<file path="src/rtl/pong_pkg.sv">
// rtl/pong_pkg.sv - shared Pong FSM encoding, playfield defaults and key codes
package pong_pkg;

    typedef enum logic [1:0] {
        IDLE   = 2'd0,
        SERVE  = 2'd1,
        PLAY   = 2'd2,
        SCORED = 2'd3
    } state_t;

    localparam int DEF_SCREEN_W = 640;
    localparam int DEF_SCREEN_H = 480;

    localparam logic [7:0] KEY_START   = 8'd103;
    localparam logic [7:0] KEY_RESTART = 8'd98;

endpackage

</file>
<file path="src/rtl/ball_speed_ctrl.sv">
// rtl/ball_speed_ctrl.sv - paddle hit counter driving a saturating speed ramp
module ball_speed_ctrl #(
    parameter int START_SPEED   = 5,
    parameter int MAX_SPEED     = 15,
    parameter int SPEED_STEP    = 5,
    parameter int HITS_PER_STEP = 5
) (
    input  logic       clk,
    input  logic       resetn,
    input  logic       hit,
    input  logic       clear,
    output logic [4:0] speed
);

    logic [4:0] hits;
    logic [4:0] hits_inc;
    logic [5:0] speed_sum;

    assign hits_inc  = hits + 5'd1;
    assign speed_sum = {1'b0, speed} + 6'(SPEED_STEP);

    // Clear outranks a coincident hit so a score or restart always restarts the ramp.
    always_ff @(posedge clk) begin
        if (!resetn || clear) begin
            hits  <= '0;
            speed <= 5'(START_SPEED);
        end else if (hit && hits != 5'd31) begin
            hits <= hits_inc;
            if ((int'(hits_inc) % HITS_PER_STEP) == 0)
                speed <= (speed_sum > 6'(MAX_SPEED)) ? 5'(MAX_SPEED) : speed_sum[4:0];
        end
    end

endmodule

</file>
<file path="src/rtl/ball_engine.sv">
// rtl/ball_engine.sv - frame-paced Pong ball engine; BALL_ENGINE_SPIN_EN enables hit-zone dy
module ball_engine
    import pong_pkg::*;
#(
    parameter int SCREEN_W      = DEF_SCREEN_W,
    parameter int SCREEN_H      = DEF_SCREEN_H,
    parameter int BALL_W        = 20,
    parameter int BALL_H        = 20,
    parameter int P1_X          = 10,
    parameter int P2_X          = 615,
    parameter int PADDLE_W      = 15,
    parameter int PADDLE_H      = 100,
    parameter int START_SPEED   = 5,
    parameter int MAX_SPEED     = 15,
    parameter int SPEED_STEP    = 5,
    parameter int HITS_PER_STEP = 5,
    parameter int SERVE_DELAY   = 60,
    parameter logic [7:0] START_KEY   = KEY_START,
    parameter logic [7:0] RESTART_KEY = KEY_RESTART
) (
    input  logic       i_CLK,
    input  logic       i_RST_N,
    input  logic       i_frame_tick,
    input  logic       i_key_valid,
    input  logic [7:0] i_key_byte,
    input  logic [9:0] i_p1_y,
    input  logic [9:0] i_p2_y,
    output logic [9:0] o_ball_x,
    output logic [9:0] o_ball_y,
    output logic       o_p1_scored,
    output logic       o_p2_scored,
    output logic [1:0] o_state,
    output logic [4:0] o_speed
);

    localparam logic [9:0] CX = 10'((SCREEN_W - BALL_W) / 2);
    localparam logic [9:0] CY = 10'((SCREEN_H - BALL_H) / 2);
    localparam logic signed [10:0] P1_FACE = 11'(P1_X + PADDLE_W);
    localparam logic signed [10:0] P2_FACE = 11'(P2_X - BALL_W);
    localparam logic signed [10:0] X_LIM   = 11'(SCREEN_W - BALL_W);
    localparam logic signed [10:0] Y_LIM   = 11'(SCREEN_H - BALL_H);
    localparam logic [9:0] P1_FACE_X = 10'(P1_X + PADDLE_W);
    localparam logic [9:0] P2_FACE_X = 10'(P2_X - BALL_W);
    localparam logic [9:0] Y_LIM_Y   = 10'(SCREEN_H - BALL_H);
    localparam int CNT_W = $clog2(SERVE_DELAY + 1);

    state_t            state, state_n;
    logic [9:0]        ball_x, ball_y, x_n, y_n;
    logic              dx_right, dy_down, dy_half, serve_right, serve_down, scorer_p1;
    logic              dxr_n, dyd_n, dyh_n, srv_r_n, srv_d_n, scp1_n;
    logic [CNT_W-1:0]  serve_cnt, cnt_n;
    logic [4:0]        speed, dy_step;
    logic signed [10:0] cur_x, cur_y, spd, dys, next_x, next_y;
    logic              ov1, ov2, hit_p1, hit_p2, hit, restart, clear;

`ifdef BALL_ENGINE_SPIN_EN
    function automatic logic mid_third(input logic [9:0] by, input logic [9:0] py);
        logic [10:0] cy, lo, hi;
        cy = 11'(by) + 11'(BALL_H / 2);
        lo = 11'(py) + 11'(PADDLE_H / 3);
        hi = 11'(py) + 11'(2 * PADDLE_H / 3);
        return (cy >= lo) && (cy < hi);
    endfunction
`endif

    // dy_half stays 0 unless spin is built in, leaving pure 45-degree motion.
    assign dy_step = dy_half ? ((speed > 5'd1) ? (speed >> 1) : 5'd1) : speed;
    assign cur_x   = {1'b0, ball_x};
    assign cur_y   = {1'b0, ball_y};
    assign spd     = {6'd0, speed};
    assign dys     = {6'd0, dy_step};
    assign next_x  = dx_right ? cur_x + spd : cur_x - spd;
    assign next_y  = dy_down  ? cur_y + dys : cur_y - dys;

    assign ov1 = (11'(ball_y) + 11'(BALL_H) > 11'(i_p1_y)) && (11'(ball_y) < 11'(i_p1_y) + 11'(PADDLE_H));
    assign ov2 = (11'(ball_y) + 11'(BALL_H) > 11'(i_p2_y)) && (11'(ball_y) < 11'(i_p2_y) + 11'(PADDLE_H));
    assign hit_p1 = !dx_right && (cur_x >= P1_FACE) && (next_x < P1_FACE) && ov1;
    assign hit_p2 =  dx_right && (cur_x <= P2_FACE) && (next_x > P2_FACE) && ov2;

    assign restart = i_key_valid && (i_key_byte == RESTART_KEY);
    assign clear   = restart || (state == SCORED);

    always_comb begin
        state_n = state;
        x_n     = ball_x;
        y_n     = ball_y;
        dxr_n   = dx_right;
        dyd_n   = dy_down;
        dyh_n   = dy_half;
        srv_r_n = serve_right;
        srv_d_n = serve_down;
        scp1_n  = scorer_p1;
        cnt_n   = serve_cnt;
        hit     = 1'b0;
        case (state)
            IDLE: begin
                x_n = CX;
                y_n = CY;
                if (i_key_valid && i_key_byte == START_KEY) begin
                    state_n = SERVE;
                    cnt_n   = '0;
                end
            end
            SERVE: begin
                x_n = CX;
                y_n = CY;
                if (i_frame_tick) begin
                    if (serve_cnt == CNT_W'(SERVE_DELAY - 1)) begin
                        state_n = PLAY;
                        cnt_n   = '0;
                        dxr_n   = serve_right;
                        dyd_n   = serve_down;
                        srv_d_n = !serve_down;
                        dyh_n   = 1'b0;
                    end else begin
                        cnt_n = serve_cnt + CNT_W'(1);
                    end
                end
            end
            PLAY: begin
                if (i_frame_tick) begin
                    if (hit_p1 || hit_p2) begin
                        hit   = 1'b1;
                        x_n   = hit_p1 ? P1_FACE_X : P2_FACE_X;
                        dxr_n = hit_p1;
`ifdef BALL_ENGINE_SPIN_EN
                        dyh_n = hit_p1 ? mid_third(ball_y, i_p1_y) : mid_third(ball_y, i_p2_y);
`endif
                    end else if (next_x < 0) begin
                        state_n = SCORED;
                        scp1_n  = 1'b0;
                    end else if (next_x > X_LIM) begin
                        state_n = SCORED;
                        scp1_n  = 1'b1;
                    end else begin
                        x_n = next_x[9:0];
                    end
                    if (next_y <= 0) begin
                        y_n   = '0;
                        dyd_n = 1'b1;
                    end else if (next_y >= Y_LIM) begin
                        y_n   = Y_LIM_Y;
                        dyd_n = 1'b0;
                    end else begin
                        y_n = next_y[9:0];
                    end
                end
            end
            SCORED: begin
                // Next serve heads toward whoever conceded.
                state_n = SERVE;
                x_n     = CX;
                y_n     = CY;
                cnt_n   = '0;
                srv_r_n = scorer_p1;
            end
            default: state_n = IDLE;
        endcase
        if (restart) begin
            state_n = IDLE;
            x_n     = CX;
            y_n     = CY;
            cnt_n   = '0;
            srv_r_n = 1'b1;
            srv_d_n = 1'b1;
            dyh_n   = 1'b0;
        end
    end

    always_ff @(posedge i_CLK) begin
        if (!i_RST_N) begin
            state       <= IDLE;
            ball_x      <= CX;
            ball_y      <= CY;
            dx_right    <= 1'b1;
            dy_down     <= 1'b1;
            dy_half     <= 1'b0;
            serve_right <= 1'b1;
            serve_down  <= 1'b1;
            scorer_p1   <= 1'b0;
            serve_cnt   <= '0;
        end else begin
            state       <= state_n;
            ball_x      <= x_n;
            ball_y      <= y_n;
            dx_right    <= dxr_n;
            dy_down     <= dyd_n;
            dy_half     <= dyh_n;
            serve_right <= srv_r_n;
            serve_down  <= srv_d_n;
            scorer_p1   <= scp1_n;
            serve_cnt   <= cnt_n;
        end
    end

    ball_speed_ctrl #(
        .START_SPEED  (START_SPEED),
        .MAX_SPEED    (MAX_SPEED),
        .SPEED_STEP   (SPEED_STEP),
        .HITS_PER_STEP(HITS_PER_STEP)
    ) u_speed (
        .clk   (i_CLK),
        .resetn(i_RST_N),
        .hit   (hit),
        .clear (clear),
        .speed (speed)
    );

    assign o_ball_x    = ball_x;
    assign o_ball_y    = ball_y;
    assign o_state     = state;
    assign o_speed     = speed;
    assign o_p1_scored = (state == SCORED) &&  scorer_p1;
    assign o_p2_scored = (state == SCORED) && !scorer_p1;

endmodule
</file>
<file path="config.mk">
export PLATFORM = sky130hd
export DESIGN_NAME = ball_engine
export DESIGN_NICKNAME = d
export VERILOG_FILES = /design/src/rtl/pong_pkg.sv /design/src/rtl/ball_speed_ctrl.sv /design/src/rtl/ball_engine.sv
export SDC_FILE = /design/constraint.sdc
export NUM_CORES = 1
export LEC_CHECK = 0
export CORE_AREA = 2 2 104 127
export CTS_BUF_LIST = sky130_fd_sc_hd__clkbuf_8
export DETAILED_ROUTE_END_ITERATION = 10
export DIE_AREA = 0 0 106 129
export PLACE_DENSITY = 0.64
export SETUP_SLACK_MARGIN = 0.2
export SLEW_MARGIN = 20
export SYNTH_ARGS = -nofsm -noshare
export SYNTH_HDL_FRONTEND = slang
export SYNTH_SLANG_ARGS = --single-unit
</file>
<file path="constraint.sdc">
create_clock -name i_CLK -period 10.8 [get_ports i_CLK]
set_clock_uncertainty 0.2 [all_clocks]
set_input_delay 1.08 -clock i_CLK [delete_from_list [all_inputs] [get_ports i_CLK]]
set_output_delay 1.08 -clock i_CLK [all_outputs]
set_load 0.02 [all_outputs]
</file>
Word-level counts from Yosys, hierarchy flattened
Cells that the tools add are included.
{"block": "totals", "ff_bits": 43, "word_cells": 130, "romBits": 0, "ram_bits": 0, "latchBits": 0, "mem_count": 0, "in_bits": 32, "output_inout_bits": 29}
{"block": "op_classes", "n_lt_le_gt_ge": 13, "shift": 0, "n_bitwise": 2, "n_reduce_logical": 35, "div": 1, "n_mul": 0, "add_sub_neg": 10, "mux": 41, "eq_ne": 17}
{"op": "10-bit two-way mux", "n": 8}
{"op": "10-bit one-hot mux with 2 select lines", "n": 2}
{"op": "32-bit logical NOT", "n": 1}
{"op": "6-bit by 4-bit modulo with 32-bit output, second input constant", "n": 1}
{"op": "10-bit by 5-bit adder with 11-bit output", "n": 2}
{"op": "10-bit by 7-bit adder with 11-bit output, second input constant", "n": 2}
{"op": "11-bit by 10-bit greater-than comparator with 1-bit output", "n": 2}
{"op": "11-bit greater-than comparator, second input constant", "n": 2}
{"op": "10-bit by 11-bit less-than comparator with 1-bit output", "n": 2}
{"op": "11-bit two-way mux", "n": 2}
{"op": "10-bit by 5-bit subtractor with 11-bit output", "n": 2}
{"op": "6-bit two-way mux", "n": 3}
{"op": "6-bit one-hot mux with 3 select lines", "n": 1}
{"op": "8-bit by 7-bit == test with 1-bit output, second input constant", "n": 2}
{"op": "1-bit two-way mux", "n": 14}
{"op": "2-bit two-way mux", "n": 7}
{"op": "1-bit logical AND", "n": 13}
{"op": "2-bit inequality test, second input constant", "n": 6}
{"op": "3-bit inequality test, second input constant", "n": 4}
{"op": "10-bit by 5-bit adder with 11-bit output, second input constant", "n": 1}
{"op": "11-bit by 10-bit >= comparator with 1-bit output, second input constant", "n": 1}
{"op": "11-bit by 1-bit <= comparator with 1-bit output, second input constant", "n": 1}
{"op": "11-bit by 1-bit less-than comparator with 1-bit output, second input constant", "n": 1}
{"op": "11-bit by 6-bit less-than comparator with 1-bit output, second input constant", "n": 1}
{"op": "26 further kinds", "n": 38}

Logic depth before layout (Yosys ltp)
Gate-level depths: netlist of run 1.
{"block": "logic_depth", "word_depth": 11, "mapped_depth": 21, "ltp_nobuf": 19}

Modules after synthesis
From an unflattened synthesis of run 1, not the netlist that was laid out.
{"block": "hier_totals", "hier_cells": 618, "hier_area_um2": 4849.7}
{"module": "ball_engine", "n_inst": 1, "seq_area_each_um2": 660.6, "area_per_inst_um2": 4002.6, "cells_each": 518}
{"module": "ball_speed_ctrl", "n_inst": 1, "seq_area_each_um2": 200.2, "area_per_inst_um2": 847.1, "cells_each": 100}

Worst setup path before layout of run 1
Ideal clock, no wire load.
{"block": "synth_path", "path_kind": "register -> register", "from": "reg u_speed.hits[1]", "to": "reg u_speed.speed[0]", "path_buffers": 2, "stages_incl_launch_ff": 20, "arrival_time_ps": 3982, "path_slack_ps": 6498, "t_required_ps": 10480, "path_cell_list": "dfxtp_1 > ha_1 > buf_6 > and3_1 > ha_1 > buf_2 > o21ai_0 > a21oi_1 > or2_2 > ha_1 > inv_1 > maj3_2 > o22a_4 > nand2_1 > xnor2_1 > ha_1 > or4_4 > a31oi_4 > and4_1 > o21ai_1"}
{"block": "synth_between", "elab_chain_cells": 4}
{"element": "start, declared", "line_no": "ball_speed_ctrl.sv:15", "source": "logic [4:0] hits;"}
{"element": "start signal, assigned", "line_no": "ball_speed_ctrl.sv:28", "source": "hits <= hits_inc;"}
{"element": "5-bit by 1-bit adder with 5-bit output", "line_no": "ball_speed_ctrl.sv:19", "source": "assign hits_inc = hits + 5'd1;"}
{"element": "named net u_speed.hits_inc[4]", "line_no": "ball_speed_ctrl.sv:16", "source": "logic [4:0] hits_inc;"}
{"element": "6-bit by 4-bit modulo with 32-bit output", "line_no": "ball_speed_ctrl.sv:29", "source": "if ((int'(hits_inc) % HITS_PER_STEP) == 0)"}
{"element": "32-bit logical NOT", "line_no": "ball_speed_ctrl.sv:29"}
{"element": "2-bit AND reduction (no line)"}
{"element": "end signal, assigned", "line_no": "ball_speed_ctrl.sv:26", "source": "speed <= 5'(START_SPEED);"}
{"element": "end signal, assigned", "line_no": "ball_speed_ctrl.sv:30", "source": "speed <= (speed_sum > 6'(MAX_SPEED)) ? 5'(MAX_SPEED) : speed_sum[4:0];"}
{"element": "end, declared", "line_no": "ball_speed_ctrl.sv:12", "source": "output logic [4:0] speed"}
The timed path passes the listed nets, and every way through them passes these cells.
A chain may end at the register's enable or synchronous reset.

Worst setup path after layout of run 1
{"block": "layout_path", "from": "reg u_speed.hits[0]", "to": "reg u_speed.speed[0]"}
The elaborated chain is that of the path after synthesis.

==> results of run 1 <==
==> registers in the layout, indices dropped and copies added, names as in the netlist <==
name,flops
dx_right,1
dy_down,1
o_ball_x,10
o_ball_y,10
o_state,2
scorer_p1,1
serve_cnt,6
serve_down,1
serve_right,1
u_speed.hits,5
u_speed.speed,5
==> power by group through the flow <==
| stage | clock network, mW | registers, mW | logic (mW) |
|---|---|---|---|
| after floorplan | 0 | 0.170 | 0.0586 |
| after global placement | 0 | 0.169 | 0.0897 |
| after detailed placement | 0 | 0.169 | 0.0933 |
| after CTS | 0.136 | 0.166 | 0.0939 |
| after global routing | 0.143 | 0.166 | 0.105 |
| final | 0.135 | 0.165 | 0.0937 |
==> kinds of logic after synthesis <==
| kind of cell | Yosys count | share of synthesized area |
|---|---|---|
| AOI/OAI and AO/OA | 188 | 0.256 |
| xor gates and xnor gates | 45 | 0.0796 |
| adders and majority gates | 81 | 0.191 |
| buffers and inverters | 73 | 0.0572 |
| DFF | 43 | 0.160 |
| muxes | 20 | 0.0386 |
| and+or+nand+nor | 231 | 0.218 |
==> layout make-up <==
| class | count | area share |
|---|---|---|
| tap | 164 | 0.0331 |
| clock inverter | 3 | 0.00767 |
| timing repair buffer | 61 | 0.0980 |
| multi-input combinational | 565 | 0.680 |
| sequential | 43 | 0.139 |
| inverter | 52 | 0.0315 |
| clock buffer | 5 | 0.0111 |
==> per-layer routing <==
| layer | routed length, um | global-route usage | share of wire | vias up |
|---|---|---|---|---|
| met2 | 7940 | 0.447 | 0.52 | 137 |
| li1 | - | - | - | 2616 |
| met1 | 6340 | 0.261 | 0.41 | 2503 |
| met4 | 232 | 0.0511 | 0.015 | 0 |
| met5 | 0 | 0 | 0 | - |
| met3 | 786 | 0.0268 | 0.051 | 17 |
==> metrics by stage <==
step | power, mW | hold WS, ns | worst slack, ns
final | 0.394 | 0.280 | 5.79
after detailed placement | 0.263 | 0.258 | 5.57
after global routing | 0.414 | 0.293 | 5.42
after CTS | 0.395 | 0.279 | 5.68
after global placement | 0.259 | 0.248 | 5.72
after floorplan | 0.228 | 0.235 | 6.50
==> worst max-delay path: stages (launching register included) <==
cell and delay [ns]:
dfxtp_1 0.55, ha_1 0.43, and3_1 0.27, ha_1 0.37
o21ai_0 0.15, a21oi_1 0.27, or2_2 0.19, ha_1 0.14
inv_1 0.04, maj3_2 0.33, o22a_4 0.25, nand2_1 0.11
xnor2_1 0.16, ha_1 0.26, a211oi_1 0.07, nor4_1 0.32
o21ai_0 0.20, a31oi_4 0.30, and4_1 0.25, o21ai_1 0.06
==> layout by cell type (no fill, tap or decap), types with 11 or more instances in the layout <==
master and n:
nand4_1 18, xor2_1 16, nand2_1 39, a21oi_1 37
nor2_1 63, and3_1 11, a21o_1 16, mux2i_1 14
inv_1 51, nand3_1 23, nor3_1 25, ha_1 77
xnor2_1 26, clkdlybuf4s50_1 60, dfxtp_1 43, o21ai_0 27
==> worst max-delay path by stage <==
| stage | start | cells past startpoint | end |
|---|---|---|---|
| 5_1_grt | u_speed.hits[0] | 19 | u_speed.speed[3] |
| 6_report | u_speed.hits[0] | 19 | u_speed.speed[0] |
| 4_1_cts | u_speed.speed[0] | 14 | o_ball_x[6] |
| 3_3_place_gp | i_p2_y[2] | 13 | u_speed.speed[3] |
| 3_5_place_dp | i_p1_y[2] | 15 | o_ball_x[2] |
| 2_1_floorplan | u_speed.hits[1] | 19 | u_speed.speed[0] |
==> results.json, run 1 <==
{
  "outcome": "complete, no violations",
  "ff_latch_area_um2": 861,
  "synth.distinct_cells": 83,
  "drtAntennaViolNets": 0,
  "drc_errors": 0,
  "final_core_util": 0.498,
  "start_kind": "flop",
  "grt_max_degree": 17,
  "finalSetupViolCount": 0,
  "synth_area_per_cell_um2": 7.89,
  "hp-class": "reg2reg",
  "vias": 5273,
  "dr.pass1.iters": 5,
  "clk_latency_ns": 0.31,
  "ys_top_cells_by_count": "ha_1 (77), nor2_1 (63), inv_1 (51), dfxtp_1 (43), nand2_1 (39)",
  "leakagePower_nw": 2.44,
  "peakVddDrop_v": 0.0000483,
  "internal-power_mw": 0.275,
  "rsz0062_at_grt": "false",
  "ios": 61,
  "synth_ff_type": "dfxtp_1",
  "post_cts_buffers": 0,
  "reg2reg_to": "u_speed.speed[0]",
  "final_layout_size_suffix_gt1_frac": 0.0562,
  "slew_violations": 0,
  "grt_pass1_vias": 5367,
  "synth_edf_count": 0,
  "cap_viol_max_count": 0,
  "ys_warn_count": 0,
  "power.density_mw_per_mm2": 63.6,
  "rows": 45,
  "drtIter0Drc": 233,
  "die_w_um": 106,
  "end_kind": "flop",
  "max-clock-path-buffers": 2,
  "multiInputGateArea_mm2": 0.00422,
  "worst_slew_pin_slew_ns": 0.749,
  "p_switching_mw": 0.119,
  "cts_tree": "done",
  "dpl_cell_area_mm2": 0.00608,
  "p_comb_frac": 0.238,
  "synth_top_area_cell": "ha_1",
  "post-route-min-period_ns": 5.01,
  "path_class": "reg2reg",
  "worstPathArrival_ns": 5.02,
  "critPathRequiredTime_ns": 10.81,
  "postSynthCellCount": 681,
  "synth_nets": 792,
  "synth_top_area_share": 0.179,
  "tns_ns": 0,
  "path_clk_slew_ns": 0.10,
  "worstHoldEndpoint": "serve_right",
  "hold_buffers": 0,
  "post_cts_resized": 0,
  "hold_viol": 0,
  "finalInstanceArea_mm2": 0.00620,
  "switching_share": 0.302,
  "track_usage": 0.228,
  "clkSinkCount": 43,
  "hpwl_um": 12200,
  "portBuffers": 60,
  "antenna_cells": 0,
  "fmax_mhz": 199,
  "yosysMostFrequentCell": "ha_1",
  "ys_seq_elements": 43,
  "p_clk_frac": 0.343,
  "die-area_mm2": 0.0137,
  "synthTopCellsByArea": "ha_1 (18%), dfxtp_1 (16%), nor2_1 (4.4%)",
  "syn_area_mm2": 0.00538,
  "cts_root_buf": "clkbuf_8",
  "rr_startpoint": "u_speed.hits[0]",
  "ys_seq_area_frac": 0.160,
  "final_cells": 893,
  "crit_fanout": 12,
  "max_slew_margin": 0.501,
  "die_y_um": 129,
  "n_fill_cell": 1224,
  "grt_pass1_wl_um": 25400,
  "place_congestion": 0.915,
  "numCtsBuffers": 5,
  "vias_per_cell": 5.90,
  "hold_path_startpoint": "serve_right",
  "grt_overflow": 0,
  "wl_um": 15300,
  "cts_htree_levels": 2,
  "pwr-share-seq": 0.419,
  "area_delta_synth_final_pct": 15.4,
  "wl_per_cell_um": 17.1,
  "fin_crit_sh": 0.464,
  "hold_depth": 1,
  "r2r_setup_slack_ns": 5.79,
  "grt_antenna_before_repair": 0,
  "core-area_mm2": 0.0124,
  "initial_core_util": 0.432,
  "r2r_cells": 19,
  "dp.cells": 885,
  "ys_async_sr_fraction": 0,
  "final_nets": 839
}
Power figures use the tool's default switching activity.
==> run 2, diff against run 1 <==
clock period = 5.1 ns   (was 10.8 ns; I/O delays follow)
==> run 2 against run 1 <==
First-iteration DRC count rose by 15%. Fmax is 10% higher. Sequential cell count unchanged. Wire length down 1.5%. Utilization rose by 0.41 points. Largest power group unchanged.
==> results.json, run 2 (synthesis gave the netlist of run 1 again) <==
{
  "die-area_mm2": 0.0137,
  "cts_tree": "done",
  "startpoint": "u_speed.hits[0]",
  "place_ws_ns": 0.313,
  "grt_max_degree": 17,
  "place_congestion": 0.981,
  "wl_um": 15100,
  "r2r_setup_slack_ns": 0.55,
  "wl_per_cell_um": 16.8,
  "rr_startpoint": "u_speed.hits[0]",
  "cts_root_buf": "clkbuf_8",
  "worstPathArrival_ns": 4.53,
  "rows": 45,
  "max-clock-path-buffers": 2,
  "vias": 5237,
  "dr.pass1.iters": 5,
  "peakVddDrop_v": 0.000126,
  "antenna_cells": 0,
  "layout.cells.most_common": "ha_1",
  "reg2reg_to": "u_speed.speed[3]",
  "max_slew_margin": 0.511,
  "dpl_cell_area_mm2": 0.00610,
  "outcome": "complete, no violations",
  "final_core_util": 0.503,
  "slew_violations": 0,
  "fmax_mhz": 220,
  "area_delta_synth_final_pct": 16.3,
  "finalInstanceArea_mm2": 0.00625,
  "start_kind": "flop",
  "clk_latency_ns": 0.30,
  "drtAntennaViolNets": 0,
  "dp.cells": 888,
  "power.density_mw_per_mm2": 139,
  "path_class": "reg2reg",
  "core-area_mm2": 0.0124,
  "die_w_um": 106,
  "final_nets": 842,
  "clkSinkCount": 43,
  "ios": 61,
  "worst_slew_pin_slew_ns": 0.734,
  "hold_buffers": 0,
  "post-route-min-period_ns": 4.55,
  "initial_core_util": 0.432,
  "grt_pass1_vias": 5337,
  "portBuffers": 60,
  "r2r_cells": 17,
  "rsz0062_at_grt": "false",
  "final_layout_size_suffix_gt1_frac": 0.0656,
  "crit_fanout": 12,
  "grt_overflow": 0,
  "cap_viol_max_count": 0,
  "drc_errors": 0,
  "final_cell_mix": "ha_1 (75), nor2_1 (63), clkdlybuf4s50_1 (60), inv_1 (51), dfxtp_1 (42)",
  "drtIter0Drc": 267,
  "finalSetupViolCount": 0,
  "worst_slack_ns": 0.549,
  "hp-class": "reg2reg",
  "die_y_um": 129,
  "final_cells": 896,
  "fin_crit_sh": 0.892,
  "power_mw": 0.872,
  "vias_per_cell": 5.84,
  "track_usage": 0.223,
  "grt_antenna_before_repair": 0,
  "critPathRequiredTime_ns": 5.08,
  "tns_ns": 0,
  "grt_pass1_wl_um": 24900,
  "path_clk_slew_ns": 0.09,
  "cts_htree_levels": 2,
  "post_cts_buffers": 0,
  "crit_path_end": "u_speed.speed[3]",
  "whs_ns": 0.291,
  "leakagePower_nw": 2.46,
  "hpwl_um": 12100,
  "numCtsBuffers": 5,
  "end_kind": "flop",
  "hold_viol": 0
}
-- run 2: what timing repair did --
item	CTS	global route
gates resized for setup	0	5
setup endpoints to repair	0	8
hold endpoints to repair	0	0
-- run 2: worst min-delay path by stage --
stage                           start     endpoint  slack (ns)  depth (start not counted)
after floorplan           serve_right  serve_right        0.24                          1
after global routing      serve_right  serve_right        0.31                          1
after CTS                 serve_right  serve_right        0.29                          1
after global placement    serve_right  serve_right        0.26                          1
after detailed placement  serve_right  serve_right        0.27                          1
final                     serve_right  serve_right        0.29                          1
-- run 2: where the power goes --
part	internal, mW	switching [mW]	total [mW]
Clock	0.195	0.128	0.324
Combinational	0.0926	0.105	0.198
Sequential	0.341	0.00891	0.350
Total	0.629	0.242	0.872
-- run 2: cell type report --
cell class              instances  area [um^2]
clock buffers                   5         68.8
clock inverters                 3         67.6
fillers                      1225         6190
inverters                      52          195
multi-input cells             565         4220
flip-flops and latches         43          862
well taps                     164          205
repair buffers                 64          631
-- run 2: critical path, cell delays in order, from the launching register on --
cell and delay (ns):
dfxtp_2 0.38, ha_2 0.26, and3_1 0.23, ha_2 0.46
o21ai_0 0.11, a21oi_1 0.22, or2_2 0.18, ha_1 0.13
inv_1 0.04, maj3_2 0.33, o22a_4 0.25, nand2_1 0.10
xnor2_1 0.15, ha_1 0.28, or4_4 0.55, a31oi_4 0.27
and4_1 0.22, nor3_1 0.05
-- run 2: per-layer routing --
layer / up-vias / GRT usage / wire length [um]
li1: 2618 / - / -
met1: 2441 / 0.256 / 6420
met2: 148 / 0.415 / 7540
met3: 30 / 0.0319 / 738
met4: 0 / 0.0859 / 381
met5: - / 0 / 0
